## src/rtl/cpu_io_ctrl.sv

```systemverilog
// -----------------------------------------------------------------------------
// cpu_io_ctrl
//
// Memory-mapped I/O and interrupt responder for the cpu6502 bus. The CPU
// presents its next-cycle address, write strobe and write data. This block
// answers with registered read data, so its read latency matches the
// synchronous memory: one cycle.
//
// The block provides:
//   - an 8-bit output port
//   - a synchronized 8-bit input port
//   - a 16-bit interval timer with reload, one-shot and auto-reload modes
//   - software interrupt bits
//
// Register window (8 bytes at BASE):
//   0 PORT  R/W  output port
//   1 PIN   R    synchronized port_in
//   2 TLO   W: reload low byte
//           R: count low byte; the read also snapshots count high byte
//   3 THI   W: reload high byte and load count
//           R: snapshotted high byte
//   4 CTRL  R/W  bit0 EN, bit1 AUTO, bit2 TIE, bit3 TNMI
//   5 STAT  R/W1C bit0 TF, bit1 SIRQ, bit2 SNMI (bit3 WDF with watchdog)
//   6 SOFT  W    bit0 sets SIRQ, bit1 sets SNMI; reads 0
//   7 ID    R    8'h65 (W kicks the watchdog when it is built in)
//
// Optional feature macro: CPU_IO_WATCHDOG_EN adds an 8-bit watchdog. The
// watchdog counts timer expiries and forces nmi when it runs out. Without
// the macro, register 7 is a read-only ID and STAT bit3 reads 0.
//
// Parameters:
//   BASE      window base address; bits [2:0] must be 0
//   PIN_SYNC  number of synchronizer flops on port_in (1..3)
//
// Ports:
//   clk           system clock
//   reset         synchronous, active-high reset
//   ready         bus qualifier; accesses and the timer advance only when 1
//   address_next  CPU next-cycle address
//   write_next    CPU next-cycle write strobe
//   data_o_next   CPU next-cycle write data
//   data_i        registered read data to the CPU
//   cs            registered hit; the top level muxes data_i over memory
//   port_out      output port register
//   port_in       asynchronous input pins
//   irq           level interrupt request
//   nmi           level non-maskable interrupt request
// -----------------------------------------------------------------------------
module cpu_io_ctrl #(
  parameter logic [15:0] BASE     = 16'hbff0,
  parameter int          PIN_SYNC = 2
) (
  input  logic        clk,
  input  logic        reset,
  input  logic        ready,
  input  logic [15:0] address_next,
  input  logic        write_next,
  input  logic [7:0]  data_o_next,
  output logic [7:0]  data_i,
  output logic        cs,
  output logic [7:0]  port_out,
  input  logic [7:0]  port_in,
  output logic        irq,
  output logic        nmi
);

  localparam logic [2:0] REG_PORT = 3'd0;
  localparam logic [2:0] REG_PIN  = 3'd1;
  localparam logic [2:0] REG_TLO  = 3'd2;
  localparam logic [2:0] REG_THI  = 3'd3;
  localparam logic [2:0] REG_CTRL = 3'd4;
  localparam logic [2:0] REG_STAT = 3'd5;
  localparam logic [2:0] REG_SOFT = 3'd6;
  localparam logic [2:0] REG_ID   = 3'd7;

  localparam logic [7:0] ID_VALUE = 8'h65;

  // Bus decode
  logic       hit;
  logic [2:0] reg_sel;
  logic       wr_en;
  logic       rd_en;
  logic       wr_port;
  logic       wr_tlo;
  logic       wr_thi;
  logic       wr_ctrl;
  logic       wr_stat;
  logic       wr_soft;
  logic       rd_tlo;

  // Input synchronizer
  logic [7:0] pin_sync [PIN_SYNC];
  logic [7:0] pin_value;

  // Timer state
  logic [7:0]  reload_lo;
  logic [7:0]  reload_hi;
  logic [7:0]  shadow_hi;
  logic [15:0] count;
  logic        en;
  logic        auto_rl;
  logic        tie;
  logic        tnmi;
  logic        run;
  logic        expire;

  // Interrupt flags
  logic tf;
  logic sirq;
  logic snmi;
  logic irq_next;
  logic nmi_next;

  logic [7:0] rd_data;
  logic [7:0] stat_value;

`ifdef CPU_IO_WATCHDOG_EN
  logic       wr_wdt;
  logic [7:0] wd_count;
  logic       wdf;
`endif

  // Only the upper 13 address bits select the window, so any BASE with
  // nonzero low bits would silently alias onto the aligned window.
  assign hit     = ready && (address_next[15:3] == BASE[15:3]);
  assign reg_sel = address_next[2:0];
  assign wr_en   = hit && write_next;
  assign rd_en   = hit && !write_next;

  assign wr_port = wr_en && (reg_sel == REG_PORT);
  assign wr_tlo  = wr_en && (reg_sel == REG_TLO);
  assign wr_thi  = wr_en && (reg_sel == REG_THI);
  assign wr_ctrl = wr_en && (reg_sel == REG_CTRL);
  assign wr_stat = wr_en && (reg_sel == REG_STAT);
  assign wr_soft = wr_en && (reg_sel == REG_SOFT);
  assign rd_tlo  = rd_en && (reg_sel == REG_TLO);

  // The timer only ticks on ready cycles. An expiry is a ready tick that
  // finds the count already at zero.
  assign run    = en && ready;
  assign expire = run && (count == 16'd0);

  // port_in is asynchronous. It passes through a short flop chain, and
  // only the last stage is ever visible to the CPU.
  always_ff @(posedge clk) begin
    if (reset) begin
      for (int i = 0; i < PIN_SYNC; i++) begin
        pin_sync[i] <= 8'h00;
      end
    end else begin
      pin_sync[0] <= port_in;
      for (int i = 1; i < PIN_SYNC; i++) begin
        pin_sync[i] <= pin_sync[i-1];
      end
    end
  end

  assign pin_value = pin_sync[PIN_SYNC-1];

`ifdef CPU_IO_WATCHDOG_EN
  assign wr_wdt     = wr_en && (reg_sel == REG_ID);
  assign stat_value = {4'b0000, wdf, snmi, sirq, tf};
`else
  assign stat_value = {5'b00000, snmi, sirq, tf};
`endif

  // Read mux, built from the register values as they stand before the edge
  always_comb begin
    rd_data = 8'h00;
    case (reg_sel)
      REG_PORT: rd_data = port_out;
      REG_PIN:  rd_data = pin_value;
      REG_TLO:  rd_data = count[7:0];
      REG_THI:  rd_data = shadow_hi;
      REG_CTRL: rd_data = {4'b0000, tnmi, tie, auto_rl, en};
      REG_STAT: rd_data = stat_value;
      REG_SOFT: rd_data = 8'h00;
      REG_ID:   rd_data = ID_VALUE;
      default:  rd_data = 8'h00;
    endcase
  end

  // Bus response. cs follows every hit, reads and writes alike, so the
  // top level can steer data away from memory. data_i only changes on a
  // read hit.
  always_ff @(posedge clk) begin
    if (reset) begin
      data_i <= 8'h00;
      cs     <= 1'b0;
    end else begin
      cs <= hit;
      if (rd_en) begin
        data_i <= rd_data;
      end
    end
  end

  // Output port register
  always_ff @(posedge clk) begin
    if (reset) begin
      port_out <= 8'h00;
    end else if (wr_port) begin
      port_out <= data_o_next;
    end
  end

  // Interrupt routing. The timer flag goes to exactly one of irq or nmi,
  // selected by TNMI. The watchdog flag always forces nmi.
  assign irq_next = sirq | (tf & tie & ~tnmi);
`ifdef CPU_IO_WATCHDOG_EN
  assign nmi_next = snmi | (tf & tie & tnmi) | wdf;
`else
  assign nmi_next = snmi | (tf & tie & tnmi);
`endif

  // Timer, control register, flags and registered interrupt outputs.
  // Bus writes come after the timer update in this block, so a THI load
  // or a CTRL write overrides whatever the timer would have done to count
  // or EN in the same cycle. Each flag sets with priority over its
  // write-1-to-clear, so an event that coincides with a clear is not lost.
  always_ff @(posedge clk) begin
    if (reset) begin
      reload_lo <= 8'h00;
      reload_hi <= 8'h00;
      shadow_hi <= 8'h00;
      count     <= 16'h0000;
      en        <= 1'b0;
      auto_rl   <= 1'b0;
      tie       <= 1'b0;
      tnmi      <= 1'b0;
      tf        <= 1'b0;
      sirq      <= 1'b0;
      snmi      <= 1'b0;
      irq       <= 1'b0;
      nmi       <= 1'b0;
    end else begin
      if (run) begin
        if (count != 16'd0) begin
          count <= count - 16'd1;
        end else if (auto_rl) begin
          count <= {reload_hi, reload_lo};
        end else begin
          en <= 1'b0;
        end
      end

      if (wr_tlo) begin
        reload_lo <= data_o_next;
      end

      if (wr_thi) begin
        reload_hi <= data_o_next;
        count     <= {data_o_next, reload_lo};
      end

      if (wr_ctrl) begin
        en      <= data_o_next[0];
        auto_rl <= data_o_next[1];
        tie     <= data_o_next[2];
        tnmi    <= data_o_next[3];
      end

      // Latching the high byte on a TLO read lets the CPU read a 16-bit
      // count consistently, even while the timer keeps running.
      if (rd_tlo) begin
        shadow_hi <= count[15:8];
      end

      tf   <= (tf   & ~(wr_stat & data_o_next[0])) | expire;
      sirq <= (sirq & ~(wr_stat & data_o_next[1])) | (wr_soft & data_o_next[0]);
      snmi <= (snmi & ~(wr_stat & data_o_next[2])) | (wr_soft & data_o_next[1]);

      irq <= irq_next;
      nmi <= nmi_next;
    end
  end

`ifdef CPU_IO_WATCHDOG_EN
  // Watchdog: counts timer expiries down from 0xff and stops at 0. An
  // expiry that arrives while the counter is already at 0 raises WDF.
  // A kick reloads the counter and takes priority over a coincident
  // expiry.
  always_ff @(posedge clk) begin
    if (reset) begin
      wd_count <= 8'hff;
      wdf      <= 1'b0;
    end else begin
      if (wr_wdt) begin
        wd_count <= 8'hff;
      end else if (expire && (wd_count != 8'h00)) begin
        wd_count <= wd_count - 8'h01;
      end
      wdf <= (wdf & ~(wr_stat & data_o_next[3])) |
             (expire && (wd_count == 8'h00) && !wr_wdt);
    end
  end
`endif

endmodule

```

## config.mk

```make
export PLATFORM = sky130hd
export DESIGN_NAME = cpu_io_ctrl
export DESIGN_NICKNAME = d
export VERILOG_FILES = /design/src/rtl/cpu_io_ctrl.sv
export SDC_FILE = /design/constraint.sdc
export NUM_CORES = 1
export LEC_CHECK = 0
export ABC_CLOCK_PERIOD_IN_PS = 5020
export BUFFER_PORTS_ARGS = -buffer_cell sky130_fd_sc_hd__buf_4
export CORE_MARGIN = 3
export CORE_UTILIZATION = 35
export CTS_BUF_LIST = sky130_fd_sc_hd__clkbuf_2
export DETAILED_ROUTE_END_ITERATION = 10
export GPL_TIMING_DRIVEN = 0
export PLACE_DENSITY = 0.56
export SYNTH_ARGS = -nofsm -noshare
export SYNTH_HDL_FRONTEND = slang
export SYNTH_SLANG_ARGS = --single-unit
```

## constraint.sdc

```tcl
create_clock -name clk -period 5.02 [get_ports clk]
set_input_delay 0.753 -clock clk [delete_from_list [all_inputs] [get_ports clk]]
set_output_delay 0.753 -clock clk [all_outputs]
set_load 0.05 [all_outputs]
```

**After elaboration in Yosys (flattened, before gate mapping)**

Memories as Yosys holds them, arrays and structs flattened.
Cells that the tools add are included.

- Bits in read-only memories: 0
- Latch bits: 0
- Memory bits (writable): 16
- Memories kept: 1
- Register bits: 66
- Input port bits: 36
- Logic and storage cells: 85
- Output and inout bits: 19

Memories:

| name | depth | width | read ports | clocked after memory_dff | wr ports | RTL line | source |
|---|---|---|---|---|---|---|---|
| pin_sync | 2 | 8 | 2 | 0 | 2 | 92 | `logic [7:0] pin_sync [PIN_SYNC];` |

- Multiplexer cells: 14
- Reductions and logical operators: 21
- Bitwise gates (word level): 22
- Eq/ne operators: 10
- $add $sub $neg: 1
- Shifts and indexed selects: 0
- Divide/modulo/power cells: 0
- Order comparisons: 0
- Multipliers: 0

Operators by type and width:

| kind | count |
|---|---|
| 16-bit 2-to-1 mux | 4 |
| 8-bit case mux with 8 select lines | 1 |
| 16-bit zero test | 1 |
| 8-bit 2-to-1 mux | 2 |
| 16-bit nonzero test | 1 |
| 16-bit by 1-bit subtractor with 16-bit output, second input constant | 1 |
| 13-bit == test, second input constant | 1 |
| 3-bit == test, second input constant | 4 |
| 1-bit logical AND | 12 |
| 1-bit AND | 11 |
| 1-bit 2-to-1 mux | 7 |
| 1-bit OR | 7 |
| 3-bit by 2-bit == test with 1-bit output, second input constant | 2 |
| 2-bit inequality test, second input constant | 2 |
| 1-bit inverter | 4 |
| 2-bit nonzero test | 2 |
| 3-bit by 1-bit == test with 1-bit output, second input constant | 1 |
| 3-bit zero test | 1 |
| 3-bit AND reduction | 1 |
| 3-bit nonzero test | 1 |
| 2-bit AND reduction | 1 |
| 1-bit zero test | 1 |

**Longest topological paths before layout**

- Depth after elaboration: 8
- Depth in mapped cells: 8
- Depth with buffers taken out: 7

**Worst setup path before layout**

OpenSTA, ideal clock, no wires.

- Path kind: input -> register
- From: input port address_next[3]
- To: register count[10]
- Required time: 4.886 ns
- Buffers on the path: 2
- Path slack: 2.590 ns
- Data arrival time: 2.296 ns
- Stages on the path: 7
- Setup time: 0.134 ns
- Path through: nand4b_1 > nor4_2 > and2_0 > clkbuf_1 > buf_2 > a2111o_1 > o211ai_1

- Longest elaborated chain between the ends: 6
- Elaborated cells on any way between the ends: 8
- Those cells by class: eq/ne (1); mux (1); reduce/logical (6)

RTL lines:

| what | RTL line | source |
|---|---|---|
| from (decl) | 56 | `input logic [15:0] address_next,` |
| 13-bit == test * | 125 | `assign hit = ready && (address_next[15:3] == BASE[15:3]);` |
| 1-bit logical AND * | 125 |  |
| 1-bit logical AND * | 127 | `assign wr_en = hit && write_next;` |
| 1-bit logical AND * | 132 | `assign wr_thi = wr_en && (reg_sel == REG_THI);` |
| 3-bit nonzero test (no source line) or 2-bit nonzero test (tied branches) | -- |  |
| 2-bit AND reduction (no source line) | -- |  |
| to (signal assigned) | 239 | `count <= count - 16'd1;` |
| to (signal assigned) | 241 | `count <= {reload_hi, reload_lo};` |
| to (signal assigned) | 253 | `count <= {data_o_next, reload_lo};` |
| to (decl) | 99 | `logic [15:0] count;` |

Mark *: on every way between the ends. The rest lies on a longest branch, timed or not.
A chain may end at the register's enable or synchronous reset.

**Final worst setup path**

- From: register count[0]
- To: register count[3]

- Longest elaborated chain between the ends: 4
- Elaborated cells on any way between the ends: 7
- Those cells by class: add/sub (1); mux (3); reduce/logical (3)

RTL lines:

| what | RTL line | source |
|---|---|---|
| 16-bit by 1-bit subtractor with 16-bit output or 16-bit nonzero test (tied branches) | 239, 238 |  |
| 16-bit 2-to-1 mux | 238 | `if (count != 16'd0) begin` |
| 16-bit 2-to-1 mux | 237 | `if (run) begin` |
| 16-bit 2-to-1 mux | 251 | `if (wr_thi) begin` |

Parallel ways exist; a longest one is shown, timed or not. The select of a mux whose other input is x is not followed.

==> results by group <==
Outcome
  • Status: finished clean

Critical path
  • Critical path depth: 8
  • Critical Path RT: 5.57 ns
  • Critical Path AT: 3.31 ns
  • Crit end category: register
  • Crit path max-delay cell type: or4b_2
  • Worst Path Buf+Inv: 2
  • Crit start category: register
  • Top delay family on crit path: simple AND/OR/NAND/NOR gates
  • R2R depth: 8
  • Critical Path Max Stage Delay: 0.64 ns
  • Crit-path cells: inv_1 > ha_1 > or4b_2 > nor4_1 > buf_2 > a32oi_1 > nand2b_1 > a31oi_1
  • Crit Path Class: register to register
  • Max FO, Critical Path: 10

CTS
  • Number of buffers created by CTS: 9
  • Longest Clk Path Bufs: 2
  • Post-CTS setup buffer count: 0
  • Clk Tree Root Cell: clkbuf_2
  • CTS sink cnt: 82
  • Cts hold-fix bufs: 0
  • Clk_lat worst skew: 0.60 ns
  • # resized after CTS: 0
  • H-tree depth: 3
  • CTS tree: done
  • CTS clk-pin slew, worst paths: 0.28 ns

Synth
  • Mapped Nets: 513
  • Ys async rst share: 0%
  • Prevailing post-synth register cell: dfxtp_1
  • Cell taking the most area after synthesis: dfxtp_1
  • Synth warn: 0
  • List of most frequent post-synthesis cells: dfxtp_1, nand2_1, a21oi_1, nor2_1
  • Synthesized cell area: 3960 um^2
  • Netlist cell types: 59
  • Avg Inst Size Synth: 8.33 um^2
  • Count leader, synth: dfxtp_1
  • Post-synthesis sequential area ratio: 41.5%
  • Post-synthesis register bit count: 82
  • Synth top area cells: dfxtp_1, nand2_1, mux2i_1
  • Mapped Cells: 475
  • Yosys top cell area share: 41.5%
  • Number of synthesized flops with an enable pin: 0

Layout
  • Area growth, synth to finish: 17.4%
  • # nets final: 577
  • Layout cells sized above 1: 16.7%
  • N_diodes: 0

Place
  • Post-DP HPWL: 9.44 mm
  • RD Place Congestion: 0.913
  • PortBufs: 53

Power
  • Internal: 0.774 mW
  • Comb power frac: 7.7%
  • LEAKAGE: 1.67 nW
  • Power share of the clock group: 32.1%
  • Maximum VDD drop: 167 uV
  • Switching Share: 29.5%
  • Total Power: 1.10 mW
  • Reg power frac: 60.2%
  • Total power per unit cell area: 236 nW/um^2
  • Sw power: 0.324 mW

STA
  • Fin crit share: 55.0%
  • Final min period: 2.76 ns
  • Clk_skew: 0.0428 ns
  • Final setup vio count: 0
  • Fin Setup TNS: 0 ns
  • Hold Violations, Final: 0
  • RSZ-0062 raised after global routing: false
  • Fmax: 0.362 GHz
  • Measured slew at the worst slew-check pin: 0.821 ns
  • Max-slew headroom: 44.8%
  • Slew Limit Fails: 0

Global routing
  • Largest net degree at the start of global routing: 18
  • Global route overflow: 0
  • Initial antenna violation count: 0
  • Number of global-route vias before repair: 3641
  • First-pass GRT wire length: 20.2 mm
  • GR Util All Layers: 20.6%

Floorplan
  • Initial Util: 36.2%
  • # rows: 38
  • Die X: 112 um
  • CORE AREA: 10900 um^2
  • Die Y: 112 um
  • Io pins: 55
  • Area of the die: 12600 um^2

Min path
  • Worst hold path depth: 2
  • Hold crit path type: primary input to register

Detailed routing
  • WL/cell: 18.9 um
  • Initial drt markers: 254
  • Drt drc: 0
  • Drt first pass iters: 5
  • Final wirelength: 12.9 mm
  • Vias: 3850
  • Antenna Nets Post-Route: 0
  • Drt via density: 5.63

Run
  • Max-Cap Viols: 0
area by class of cell:
cell class                 count  area [um^2]
fill                        1125         6290
multi-input combinational    345         2120
sequential                    82         1640
timing repair buffer          53          398
tap                          140          175
buffer                        31          130
clock inverter                 7         70.1
inverter                      17         63.8
clock buffer                   9         45.0
cell usage in the layout (no fill, tap or decap), drive strengths merged, types with 3 or more instances in the layout:
cell,Yosys,layout
dfxtp,82,82
nand2,70,70
buf,10,63
a21oi,39,39
nor2,35,35
clkbuf,21,30
inv,17,22
nor2b,21,21
mux2i,21,21
o21ai,15,15
nand3,14,14
nor4,12,12
nand4,9,9
nor3,9,9
a211oi,9,9
nand2b,8,8
and2,8,8
o22ai,6,6
a31oi,6,6
a2bb2oi,5,5
or4,5,5
nand4b,4,4
or3,4,4
o32ai,4,4
nand3b,4,4
mux4,3,3
cells by family (layout without fill, tap and decap cells):
family,after synthesis,count (layout),synth area share [%]
buffers and inverters,48,117,4.90
AO/OA/AOI/OAI,103,103,17.4
adder cells (fa/ha/maj),2,2,0.633
multiplexers,25,25,7.31
AND/OR/NAND/NOR,215,215,28.3
flip-flops,82,82,41.5
flip-flops by register name, indices dropped and copies added (netlist names), 8 cells and up:
name,count
count,16
data_i,8
pin_sync,16
port_out,8
reload_hi,8
reload_lo,8
shadow_hi,8
metrics by stage:
| step | setup WS, ns | hold slack (ns) | area, um^2 | util (%) | instances |
|---|---|---|---|---|---|
| floorplan | 2.59 | 0.414 | 3960 | - | 475 |
| global placement | 1.93 | 0.419 | 4530 | 41.4 | 668 |
| detailed placement | 1.91 | 0.424 | 4530 | 41.4 | 668 |
| CTS | 2.32 | 0.321 | 4640 | 42.5 | 684 |
| global route | 2.05 | 0.318 | 4640 | 42.5 | 684 |
| finish | 2.26 | 0.352 | 4640 | 42.5 | 684 |
power by group through the flow:
stage                     registers [mW]  clock network [mW]  logic [mW]
after global routing               0.662               0.386      0.0911
after CTS                          0.661               0.360      0.0833
after detailed placement           0.673                   0      0.0832
after global placement             0.673                   0      0.0820
after floorplan                    0.672                   0      0.0359
final                              0.661               0.352      0.0840
layer usage:
layer | vias up | share of wire, % | global-route usage, %
met3 | 19 | 7.9 | 4.85
met2 | 155 | 46 | 33.1
met4 | 0 | 1.6 | 6.17
met5 | - | 0 | 0
li1 | 1845 | - | -
met1 | 1831 | 45 | 27.7
worst register-to-register path, cell delays in order (launching register included):
cell	delay, ns
dfxtp_1	0.41
inv_1	0.12
ha_1	0.20
or4b_2	0.64
nor4_1	0.30
buf_2	0.34
a32oi_1	0.30
nand2b_1	0.26
a31oi_1	0.14
final timing paths:
check              endpoint  slack (ns)          from
max                count[3]        2.26      count[0]
min          pin_sync[0][3]        0.35    port_in[3]
max reg2reg        count[3]        2.26      count[0]
min reg2reg        count[6]        0.46  reload_lo[6]
Note: power is estimated with default switching activity, not from simulation.
